**src/rtl/switch_pkg.sv**
```systemverilog
// -----------------------------------------------------------------------------
// switch_pkg
//
// Shared types and constants for the switch egress path.
//
//   addr_t        48-bit destination address as driven by the switch core
//   data_t        32-bit destination data
//   sw_entry_t    one queued beat: {addr, data}, addr in the upper bits
//   SW_MCAST_BIT  address bit that marks a multicast destination
//   is_mcast()    true when an address carries the multicast bit
// -----------------------------------------------------------------------------
package switch_pkg;

  typedef logic [47:0] addr_t;
  typedef logic [31:0] data_t;

  typedef struct packed {
    addr_t addr;
    data_t data;
  } sw_entry_t;

  localparam int SW_MCAST_BIT = 40;

  function automatic logic is_mcast(input addr_t addr);
    return addr[SW_MCAST_BIT];
  endfunction

endpackage : switch_pkg

```
**src/rtl/switch_sat_counter.sv**
```systemverilog
// -----------------------------------------------------------------------------
// switch_sat_counter
//
// Event counter that sticks at its all-ones value instead of wrapping, so a
// long overload still reads as "at least this many" rather than a small
// number after rollover.
//
// Parameters:
//   W      counter width
//
// Ports:
//   clk    rising-edge clock
//   rst    asynchronous, active-high reset; clears the count to zero
//   inc    count one event this cycle
//   value  current count, saturating at 2**W-1
// -----------------------------------------------------------------------------
module switch_sat_counter #(
  parameter int W = 16
) (
  input  logic         clk,
  input  logic         rst,
  input  logic         inc,
  output logic [W-1:0] value
);

  logic at_max;

  assign at_max = (value == {W{1'b1}});

  always_ff @(posedge clk or posedge rst) begin
    if (rst) begin
      value <= '0;
    end else if (inc && !at_max) begin
      value <= value + 1'b1;
    end
  end

endmodule : switch_sat_counter

```
**src/rtl/switch_egress_fifo.sv**
```systemverilog
// -----------------------------------------------------------------------------
// switch_egress_fifo
//
// Egress buffer directly behind the switch core. Every beat the switch drives
// is captured into a first-word-fall-through FIFO and offered to the output
// link over a valid/ready handshake. The switch cannot be stalled, so a beat
// that finds no free slot is discarded and counted in drop_cnt.
//
// Parameters:
//   DEPTH   FIFO entries; must be a power of two and at least 2
//   CNT_W   width of the drop / filter counters
//
// Ports:
//   clk        rising-edge clock
//   rst        asynchronous, active-high reset
//   in_valid   switch presents a beat this cycle
//   dst_addr   destination address of the beat
//   dst_data   destination data of the beat
//   out_valid  head entry available (registered, = !empty)
//   out_ready  link accepts the head entry
//   out_addr   head entry address, zero while out_valid is low
//   out_data   head entry data, zero while out_valid is low
//   count      current occupancy, 0..DEPTH
//   full       count == DEPTH
//   empty      count == 0
//   drop_cnt   beats lost to overflow, saturating
//   filt_cnt   multicast beats filtered out, saturating
//              (only with SWITCH_EGRESS_FILTER_EN)
//
// Build option:
//   SWITCH_EGRESS_FILTER_EN  when defined, beats whose address has the
//                            multicast bit set are never queued; they are
//                            counted in filt_cnt and never in drop_cnt.
// -----------------------------------------------------------------------------
module switch_egress_fifo
  import switch_pkg::*;
#(
  parameter int DEPTH = 8,
  parameter int CNT_W = 16
) (
  input  logic                     clk,
  input  logic                     rst,
  input  logic                     in_valid,
  input  logic [47:0]              dst_addr,
  input  logic [31:0]              dst_data,
  output logic                     out_valid,
  input  logic                     out_ready,
  output logic [47:0]              out_addr,
  output logic [31:0]              out_data,
  output logic [$clog2(DEPTH):0]   count,
  output logic                     full,
  output logic                     empty,
  output logic [CNT_W-1:0]         drop_cnt
`ifdef SWITCH_EGRESS_FILTER_EN
  ,
  output logic [CNT_W-1:0]         filt_cnt
`endif
);

  localparam int PTR_W = $clog2(DEPTH);
  localparam int OCC_W = PTR_W + 1;
  localparam logic [OCC_W-1:0] FULL_COUNT = OCC_W'(DEPTH);

  typedef logic [PTR_W-1:0] ptr_t;

  // ---------------------------------------------------------------------------
  // Storage and pointers
  // ---------------------------------------------------------------------------
  sw_entry_t mem [DEPTH];
  ptr_t      wr_ptr;
  ptr_t      rd_ptr;
  sw_entry_t head;

  // ---------------------------------------------------------------------------
  // Handshake qualification
  // ---------------------------------------------------------------------------
  logic pop;        // head leaves the FIFO at this edge
  logic candidate;  // beat that wants a slot
  logic push;       // candidate actually written
  logic drop;       // candidate lost for lack of space

  assign pop = out_valid && out_ready;

`ifdef SWITCH_EGRESS_FILTER_EN
  logic filtered;

  // Filtering is decided before space is considered, so a multicast beat
  // arriving at a full FIFO is a filter event, never an overflow.
  assign filtered  = in_valid && is_mcast(dst_addr);
  assign candidate = in_valid && !filtered;
`else
  assign candidate = in_valid;
`endif

  // A full FIFO still takes a beat when the head leaves in the same cycle;
  // this is the only combinational use of out_ready and keeps full-rate
  // streaming at DEPTH occupancy.
  assign push = candidate && (!full || pop);
  assign drop = candidate && !push;

  // ---------------------------------------------------------------------------
  // Pointer and occupancy state
  // ---------------------------------------------------------------------------
  // NOTE: sequential state uses non-blocking assignments so every register in
  // the block samples pre-edge values, matching flip-flop behaviour.
  always_ff @(posedge clk or posedge rst) begin
    if (rst) begin
      wr_ptr <= '0;
      rd_ptr <= '0;
      count  <= '0;
    end else begin
      if (push) begin
        wr_ptr <= wr_ptr + 1'b1;
      end
      if (pop) begin
        rd_ptr <= rd_ptr + 1'b1;
      end
      if (push && !pop) begin
        count <= count + 1'b1;
      end else if (pop && !push) begin
        count <= count - 1'b1;
      end
    end
  end

  // NOTE: the storage array has no reset; count gates which entries are
  // visible, so stale contents after reset are never presented.
  always_ff @(posedge clk) begin
    if (push) begin
      mem[wr_ptr] <= '{addr: dst_addr, data: dst_data};
    end
  end

  // ---------------------------------------------------------------------------
  // Status and head presentation
  // ---------------------------------------------------------------------------
  assign empty     = (count == '0);
  assign full      = (count == FULL_COUNT);
  assign out_valid = !empty;

  // NOTE: head gets its default before the conditional so every path assigns
  // it and no latch is inferred.
  always_comb begin
    head = '0;
    if (out_valid) begin
      head = mem[rd_ptr];
    end
  end

  assign out_addr = head.addr;
  assign out_data = head.data;

  // ---------------------------------------------------------------------------
  // Event counters
  // ---------------------------------------------------------------------------
  switch_sat_counter #(
    .W (CNT_W)
  ) u_drop_cnt (
    .clk   (clk),
    .rst   (rst),
    .inc   (drop),
    .value (drop_cnt)
  );

`ifdef SWITCH_EGRESS_FILTER_EN
  switch_sat_counter #(
    .W (CNT_W)
  ) u_filt_cnt (
    .clk   (clk),
    .rst   (rst),
    .inc   (filtered),
    .value (filt_cnt)
  );
`endif

endmodule : switch_egress_fifo

```
**config.mk**
```make
export PLATFORM = sky130hd
export DESIGN_NAME = switch_egress_fifo
export DESIGN_NICKNAME = d
export VERILOG_FILES = /design/src/rtl/switch_pkg.sv /design/src/rtl/switch_sat_counter.sv /design/src/rtl/switch_egress_fifo.sv
export SDC_FILE = /design/constraint.sdc
export NUM_CORES = 1
export LEC_CHECK = 0
export CORE_ASPECT_RATIO = 0.5
export CORE_UTILIZATION = 36
export DETAILED_ROUTE_END_ITERATION = 10
export HOLD_SLACK_MARGIN = 0.12
export SYNTH_ARGS = -nofsm -noshare
export SYNTH_HDL_FRONTEND = slang
export SYNTH_HIERARCHICAL = 1
export SYNTH_SLANG_ARGS = --single-unit
```
**constraint.sdc**
```tcl
create_clock -name clk -period 8.2 [get_ports clk]
set_input_delay 1.64 -clock clk [delete_from_list [all_inputs] [get_ports clk]]
set_output_delay 1.64 -clock clk [all_outputs]
set_load 0.1 [all_outputs]
```
==> impl_metrics.csv, run 1 <==
group,metric,value,unit
run_status,run_status,"finished, final reports clean",
clock_tree,htreeDepth,2,
yosys,yosysWarnings,6,
clock_tree,cts.sinks,666,
die,initial_utilization,36.5,%
sta,fin_crit_sh,74.5,%
run,drv_cap,0,
sta,setup-tns-final,0,ns
routing,dr.pass1.iters,5,
clock_tree,postCtsSetupBuffers,0,
clock_tree,clk_pin_slew_worst_paths,0.06,ns
die,die_h,189,microns
global_routing,grt_pass1_vias,12300,
yosys,synthCells,1077,
setup_path,required,6.56,ns
sta,fin_worst_skew,0.0139,ns
global_routing,grt_overflow,0,
die,core-area,69200,sq um
routing,drc,0,
routing,wl_per_cell,23.4,microns
clock_tree,insertion_delay,0.60,ns
yosys,ys_ff_latch,666,
global_routing,grt_max_degree,129,
clock_tree,clk_path_buf_depth,3,
yosys,postSynthAreaPerCell,23.5,sq um
min_path,hold_class,"register to register",
placed_design,place.gp.congestion,0.757,
global_routing,grt_pass1_wl,79400,microns
setup_path,arrival,4.47,ns
setup_path,worstSetupStartpointType,"register",
sta,rsz0062_at_grt,"no",
yosys,synth_edf_count,640,
yosys,yosysTopAreaCell,"edfxtp_1",
cells_and_area,final_cell_mix,"640 x edfxtp_1, 186 x clkdlybuf4s50_1, 160 x mux4_2",
setup_path,cp-end-kind,"output pin",
sta,setup_viol,0,
min_path,hold_path_depth,1,
sta,drv_slew,0,
die,fp.dieW,377,microns
sta,hold_viol,0,
sta,post-route-min-period,6.11,ns
setup_path,reg2regPathDepth,6,
clock_tree,hold_buffers,0,
sta,max_slew.worst_pin.slew,1.31,ns
clock_tree,cts_root_buffer,"clkbuf_16",
yosys,ys_types,42,
die,dieArea,71400,sq um
clock_tree,cts_buffers,60,
routing,ant_nets,0,
cells_and_area,fin_nets,1383,
cells_and_area,area_growth,19.5,%
global_routing,globalRouteTotalUtil,14.9,%
global_routing,antenna_found_initial,4,
yosys,netlist_area,25300,sq um
cells_and_area,layout_commonest_cell,"edfxtp_1",
routing,routed_wl,53500,microns
clock_tree,post_cts_resized,0,
yosys,synth_area_leaders,"edfxtp_1 76%, mux4_2 14%, a22o_1 2.8%",
die,rows,68,
yosys,yosys.area.top_type_share,76.0,%
setup_path,cp_max_fo,43,
routing,num_vias,11600,
sta,relSlewSlack,12.7,%
routing,drt_iter0_markers,769,
cells_and_area,drive_gt1_share,21.6,%
yosys,dominantRegCellSynth,"edfxtp_1",
routing,vias_per_cell,5.05,
setup_path,crit_type,"register to output pin",
yosys,async_flop_share,3.90,%
clock_tree,cts_tree,"built",
placed_design,post-dp-hpwl,30100,microns
yosys,synth-seq-area-share,78.6,%
placed_design,port_buffers,186,
sta,max_freq,164,MHz
yosys,syn_nets,1168,
die,io_pins,187,
==> layer usage <==
metal / GRT usage, % / vias up / wire length [microns]
met3: 2.33 / 74 / 1820
li1: - / 5059 / -
met4: 3.83 / 2 / 1060
met1: 18.3 / 6259 / 21500
met5: 0 / - / 11
met2: 27.4 / 180 / 29100
==> through the flow <==
| step | instance area [sq um] | setup WS (ns) | utilization, % | cells | hold WS [ns] |
|---|---|---|---|---|---|
| after floorplan | 25300 | 0.335 | - | 1077 | 0.467 |
| after global placement | 28300 | 2.75 | 40.9 | 2175 | 0.493 |
| after detailed placement | 28300 | 2.66 | 40.9 | 2175 | 0.499 |
| after CTS | 30200 | 1.98 | 43.7 | 2287 | 0.507 |
| after global routing | 30200 | 1.81 | 43.7 | 2290 | 0.516 |
| final | 30200 | 2.09 | 43.7 | 2290 | 0.512 |
==> cell type report <==
class,instances,area [sq um]
Inverter,7,26.3
Clock inverter,38,314
Sequential cell,666,19900
Antenna cell,3,7.51
Timing Repair Buffer,210,2090
Multi-Input combinational cell,347,5130
Tap cell,945,1180
Fill cell,5798,39000
Clock buffer,74,1590
==> logic make-up after synthesis <==
logic type      Yosys count  share of synthesized area, %
xor+xnor                 19                         0.658
fa+ha+maj                 7                         0.376
buf+inv                  64                          1.35
mux                     166                          14.5
simple gates             64                          1.40
flops                   666                          78.6
compound gates           91                          3.09
==> synthesized netlist by cell type, types with 2 or more instances <==
library cell and n:
and3_1 2, or4_1 3, xnor2_1 19, a22o_1 80
nand4_1 7, nand2_1 13, inv_1 7, dfrtp_1 26
mux2_2 4, clkbuf_1 25, ha_1 6, nor4_1 2
nor3_1 6, o211ai_1 2, edfxtp_1 640, nand2b_1 2
nand3b_1 2, o21ai_0 2, buf_2 21, nor2_1 9
or3_1 3, nand3_1 8, mux4_2 160, buf_6 10
==> worst max-delay path: stages (launching register included) <==
cell and delay [ns]:
dfrtp_1 0.46, or4_1 0.26, inv_1 0.12, nor2_4 0.97, buf_4 0.60, a22o_1 0.22
clkdlybuf4s50_1 1.16
==> path summary, 6_finish.rpt <==
path / start / to / slack [ns]
setup / recovery: count[1]$_DFFE_PP0P_ / out_addr[2] / 2.09
hold / removal: u_drop_cnt/value[15]$_DFFE_PP0P_ / u_drop_cnt/value[15]$_DFFE_PP0P_ / 0.51
setup reg to reg: count[0]$_DFFE_PP0P_ / u_drop_cnt/value[13]$_DFFE_PP0P_ / 4.91
hold reg to reg: u_drop_cnt/value[15]$_DFFE_PP0P_ / u_drop_cnt/value[15]$_DFFE_PP0P_ / 0.51
max in group asynchronous: rst / u_drop_cnt/value[1]$_DFFE_PP0P_ / 6.34
min in group asynchronous: rst / rd_ptr[2]$_DFFE_PP0P_ / 1.40
==> state kept, by name, indices dropped and copies added (netlist names) <==
| name | cells |
|---|---|
| mem | 640 |
| u_drop_cnt/value | 16 |
| count | 4 |
| rd_ptr | 3 |
| wr_ptr | 3 |
Power of run 1 is not shown: default switching activity piles up to over one toggle a cycle in this logic, so the estimate is an artifact.
==> run 2, diff against run 1 <==
==> constraint.sdc (replaced) <==
create_clock -name clk -period 4.9 [get_ports clk]
set_input_delay 0.98 -clock clk [delete_from_list [all_inputs] [get_ports clk]]
set_output_delay 0.98 -clock clk [all_outputs]
set_load 0.1 [all_outputs]
==> run 2 against run 1 <==
Wire length down 0.12%. First-iteration DRC count increased by 26%. Final area is 0.12% higher. Final cell count did not move. Non-clock buffer count decreased by 1. Die area unchanged. Clock skew increased by 0.0098 ns. Critical path depth is 3 lower. Sequential share of layout area down 0.082 points. Register-to-register slack worse by 3.3 ns. Critical endpoint is now empty.
==> impl_metrics.csv, run 2 (same netlist as run 1, synthesis figures left out) <==
group,metric,value,unit
setup_path,cp_top_family,"buffers and inverters",
clock_tree,clk_pin_slew_worst_paths,0.07,ns
global_routing,grt_overflow,0,
sta,drv_slew,0,
cells_and_area,reg.largest.list,"mem: 640 flops, u_drop_cnt/value: 16 flops, count: 4 flops",
clock_tree,cts.sinks,666,
placed_design,port_buffers,186,
cells_and_area,area_growth,19.7,%
cells_and_area,regMostFlops,"mem",
global_routing,grt_max_degree,81,
routing,wl_per_cell,23.3,microns
global_routing,grt_pass1_vias,12500,
placed_design,dpl_worst_slack,1.17,ns
global_routing,grt_pass1_wl,79200,microns
setup_path,cp_max_fo,6,
cells_and_area,largest_reg_flops,640,
sta,whs,0.507,ns
cells_and_area,fin_util,43.7,%
routing,vias_per_cell,5.04,
run_status,run_status,"finished, final reports clean",
placed_design,place.gp.congestion,0.696,
clock_tree,postCtsSetupBuffers,0,
sta,post-route-min-period,4.10,ns
die,dieArea,71400,sq um
setup_path,cp-end-kind,"output pin",
setup_path,worstSetupStartpointType,"register",
clock_tree,insertion_delay,0.61,ns
sta,hold_viol,0,
routing,dr.pass1.iters,5,
setup_path,required,3.92,ns
min_path,hold_class,"register to register",
die,fp.dieW,377,microns
clock_tree,cts_buffers,61,
routing,drt_iter0_markers,968,
clock_tree,hold_buffers,0,
die,die_h,189,microns
setup_path,max_stage_delay,1.19,ns
placed_design,post-dp-hpwl,28500,microns
setup_path,cpMaxStageDelayCell,"clkdlybuf4s50_1",
sta,setup_viol,0,
clock_tree,post_cts_resized,0,
sta,relSlewSlack,29.2,%
sta,max_slew.worst_pin.slew,1.06,ns
setup_path,crit_chain,"or4_1, inv_1, clkdlybuf4s50_1",
routing,drc,0,
die,io_pins,187,
run,drv_cap,0,
global_routing,globalRouteTotalUtil,15.0,%
routing,num_vias,11600,
die,initial_utilization,36.5,%
routing,routed_wl,53400,microns
global_routing,antenna_found_initial,2,
die,core-area,69200,sq um
clock_tree,clk_path_buf_depth,3,
setup_path,crit_type,"register to output pin",
cells_and_area,drive_gt1_share,27.8,%
cells_and_area,layout_commonest_cell,"edfxtp_1",
clock_tree,cts_tree,"built",
cells_and_area,final_cell_mix,"640 x edfxtp_1, 160 x mux4_2, 104 x clkdlybuf4s50_1",
setup_path,crit_buf_inv,2,
die,rows,68,
sta,rsz0062_at_grt,"no",
clock_tree,cts_root_buffer,"clkbuf_16",
routing,ant_nets,0,
setup_path,arrival,3.12,ns
sta,fin_crit_sh,83.7,%
cells_and_area,fin_nets,1383,
cells_and_area,fillers,5810,
sta,max_freq,244,MHz
sta,fin_worst_skew,0.0238,ns
sta,setup_ws,0.798,ns
clock_tree,htreeDepth,2,
## run 2: final timing paths
kind / endpoint / cells past startpoint / slack, ns / start
setup / recovery: empty / 3 / 0.80 / count[0]$_DFFE_PP0P_
hold / removal: u_drop_cnt/value[15]$_DFFE_PP0P_ / 1 / 0.51 / u_drop_cnt/value[15]$_DFFE_PP0P_
setup reg to reg: count[3]$_DFFE_PP0P_ / 9 / 1.61 / count[0]$_DFFE_PP0P_
min in group asynchronous: count[2]$_DFFE_PP0P_ / 2 / 0.70 / rst
max in group asynchronous: u_drop_cnt/value[12]$_DFFE_PP0P_ / 2 / 3.73 / rst
hold reg to reg: u_drop_cnt/value[15]$_DFFE_PP0P_ / 1 / 0.51 / u_drop_cnt/value[15]$_DFFE_PP0P_
## run 2: area by class of cell
type / count / area [sq um] / share of cell area (%)
Antenna cell: 2 / 5.00 / 0.0165
Clock buffer: 73 / 1600 / 5.30
Clock inverter: 41 / 362 / 1.20
Inverter: 7 / 26.3 / 0.0868
Multi-Input combinational cell: 347 / 5160 / 17.1
Sequential cell: 666 / 19900 / 65.7
Tap cell: 945 / 1180 / 3.91
Timing Repair Buffer: 209 / 2040 / 6.75
## run 2: per-stage QoR
stage          instance area (sq um)  instances  setup TNS (ns)
2_1_floorplan                  25300       1077         -232.23
6_report                       30300       2290               0
4_1_cts                        30300       2288               0
5_1_grt                        30300       2290               0
3_5_place_dp                   28300       2174               0
3_3_place_gp                   28300       2174               0
## run 2: layer usage
| metal | wire (microns) | track usage (%) | up-vias |
|---|---|---|---|
| met2 | 28300 | 26.6 | 222 |
| met3 | 2290 | 2.56 | 65 |
| met5 | 0 | 0 | - |
| li1 | - | - | 5074 |
| met1 | 21900 | 19.0 | 6190 |
| met4 | 984 | 4.16 | 0 |
Power of run 2 is left out for the same reason.
==> run 3, diff against run 2 <==
==> constraint.sdc (replaced) <==
create_clock -name clk -period 4.1 [get_ports clk]
set_input_delay 0.82 -clock clk [delete_from_list [all_inputs] [get_ports clk]]
set_output_delay 0.82 -clock clk [all_outputs]
set_load 0.1 [all_outputs]
==> run 3 against run 2 <==
Global-route usage increased by 0.31 points. Die area unchanged. Setup slack got worse by 0.61 ns. Final area increased by 2.2%. Final cell count increased by 0.57%. Non-clock buffer count increased by 15. Clock skew decreased by 0.0032 ns. Register-to-register slack got worse by 0.73 ns. First-iteration DRC count decreased by 9.5%. Via count increased by 0.65%. Critical path type unchanged. Critical endpoint is now out_data[26]. Highest routed layer unchanged.
==> impl_metrics.csv, run 3 (same netlist as run 1, synthesis figures left out) <==
group,metric,value,unit
run_status,run_status,"finished, final reports clean",
cells_and_area,area_growth,22.3,%
sta,relSlewSlack,28.6,%
placed_design,dpl_worst_slack,0.704,ns
routing,met3_length,2000,microns
sta,setup_ws,0.189,ns
routing,drc,0,
cells_and_area,layout_commonest_cell,"edfxtp_1",
setup_path,arrival,3.09,ns
cells_and_area,fin_nets,1397,
sta,max_slew.worst_pin.slew,1.07,ns
clock_tree,post_cts_resized,0,
clock_tree,clk_path_buf_depth,3,
routing,vias_per_cell,5.05,
placed_design,place.gp.congestion,0.800,
sta,fin_crit_sh,95.4,%
routing,wl_met1,21900,microns
placed_design,post-dp-hpwl,31200,microns
die,io_pins,187,
routing,num_vias,11600,
die,rows,68,
setup_path,cp_max_fo,46,
global_routing,grt_pass1_wl,80400,microns
sta,post-route-min-period,3.91,ns
clock_tree,hold_buffers,0,
cells_and_area,largest_reg_flops,640,
sta,fin_worst_skew,0.0206,ns
cells_and_area,regMostFlops,"mem",
cells_and_area,reg.largest.list,"mem: 640 flops, u_drop_cnt/value: 16 flops, count: 4 flops",
setup_path,required,3.28,ns
routing,wl_per_cell,23.5,microns
cells_and_area,fillers,5711,
routing,wl_met2,29000,microns
cells_and_area,drive_gt1_share,33.8,%
setup_path,worstSetupStartpointType,"register",
setup_path,crit_type,"register to output pin",
sta,max_freq,256,MHz
clock_tree,cts.sinks,666,
min_path,hold_class,"register to register",
die,die_h,189,microns
run,drv_cap,0,
setup_path,cp-end-kind,"output pin",
sta,setup_viol,0,
global_routing,grt_max_degree,75,
clock_tree,postCtsSetupBuffers,0,
clock_tree,cts_tree,"built",
sta,hold_viol,0,
sta,drv_slew,0,
global_routing,antenna_found_initial,1,
global_routing,grt_overflow,0,
die,core-area,69200,sq um
sta,whs,0.506,ns
placed_design,port_buffers,186,
global_routing,grt_pass1_vias,12400,
routing,drt_iter0_markers,876,
clock_tree,clk_pin_slew_worst_paths,0.07,ns
clock_tree,htreeDepth,2,
sta,rsz0062_at_grt,"no",
die,fp.dieW,377,microns
clock_tree,cts_root_buffer,"clkbuf_16",
die,dieArea,71400,sq um
routing,routed_wl,54100,microns
routing,top_layer,"met4",
global_routing,globalRouteTotalUtil,15.3,%
routing,ant_nets,0,
clock_tree,cts_buffers,60,
routing,dr.pass1.iters,5,
die,initial_utilization,36.5,%
clock_tree,insertion_delay,0.64,ns
cells_and_area,final_cell_mix,"640 x edfxtp_1, 160 x mux4_2, 103 x clkdlybuf4s50_1",
run 3: changes by cell type in the layout (fill, tap and decap cells not counted), moves of 3 or more:
| cell | before | now |
|---|---|---|
| dfrtp_4 | 2 | 6 |
| clkinvlp_4 | 2 | 5 |
| bufinv_16 | 6 | 1 |
| dfrtp_1 | 24 | 20 |
| buf_12 | 17 | 62 |
| a22o_2 | 0 | 70 |
| buf_4 | 88 | 59 |
| a22o_1 | 80 | 10 |
| clkinv_2 | 12 | 9 |
run 3: worst max-delay path, cell delays in order (launching register included):
cell and delay [ns]:
dfrtp_4 0.52, or4_1 0.63, and2_4 0.46, buf_4 0.34
a22o_2 0.26, buf_4 0.23
run 3: layout make-up:
| class | count | area [sq um] | share of cell area [%] |
|---|---|---|---|
| antenna | 1 | 2.50 | 0.00810 |
| clock buffer | 73 | 1570 | 5.08 |
| clock inverter | 40 | 265 | 0.858 |
| inverter | 7 | 26.3 | 0.0850 |
| multi-input combinational | 347 | 5260 | 17.0 |
| sequential | 666 | 19900 | 64.4 |
| tap | 945 | 1180 | 3.83 |
| timing repair buffer | 224 | 2720 | 8.78 |
run 3: metrics by stage:
step / TNS, ns / area [sq um] / util [%] / instances
finish: 0 / 30900 / 44.7 / 2303
floorplan: -137.10 / 25400 / - / 1077
CTS: 0 / 30900 / 44.7 / 2302
global route: 0 / 30900 / 44.7 / 2302
global placement: 0 / 29100 / 42.0 / 2189
detailed placement: 0 / 29100 / 42.0 / 2189
run 3: routing by layer:
| metal | vias up | track usage [%] |
|---|---|---|
| li1 | 5101 | - |
| met1 | 6220 | 19.1 |
| met2 | 215 | 27.5 |
| met3 | 90 | 2.55 |
| met4 | 0 | 4.35 |
| met5 | - | 0 |
run 3: path summary, 6_finish.rpt:
path                       slack, ns  depth (start not counted)                             start                          endpoint
min                             0.51                          1  u_drop_cnt/value[15]$_DFFE_PP0P_  u_drop_cnt/value[15]$_DFFE_PP0P_
max in group asynchronous       3.02                          2                               rst   u_drop_cnt/value[9]$_DFFE_PP0P_
max                             0.19                          5              count[0]$_DFFE_PP0P_                      out_data[26]
min reg2reg                     0.51                          1  u_drop_cnt/value[15]$_DFFE_PP0P_  u_drop_cnt/value[15]$_DFFE_PP0P_
max reg2reg                     0.88                          9              count[0]$_DFFE_PP0P_              count[3]$_DFFE_PP0P_
min in group asynchronous       0.59                          2                               rst              count[3]$_DFFE_PP0P_
Power of run 3 is left out for the same reason.
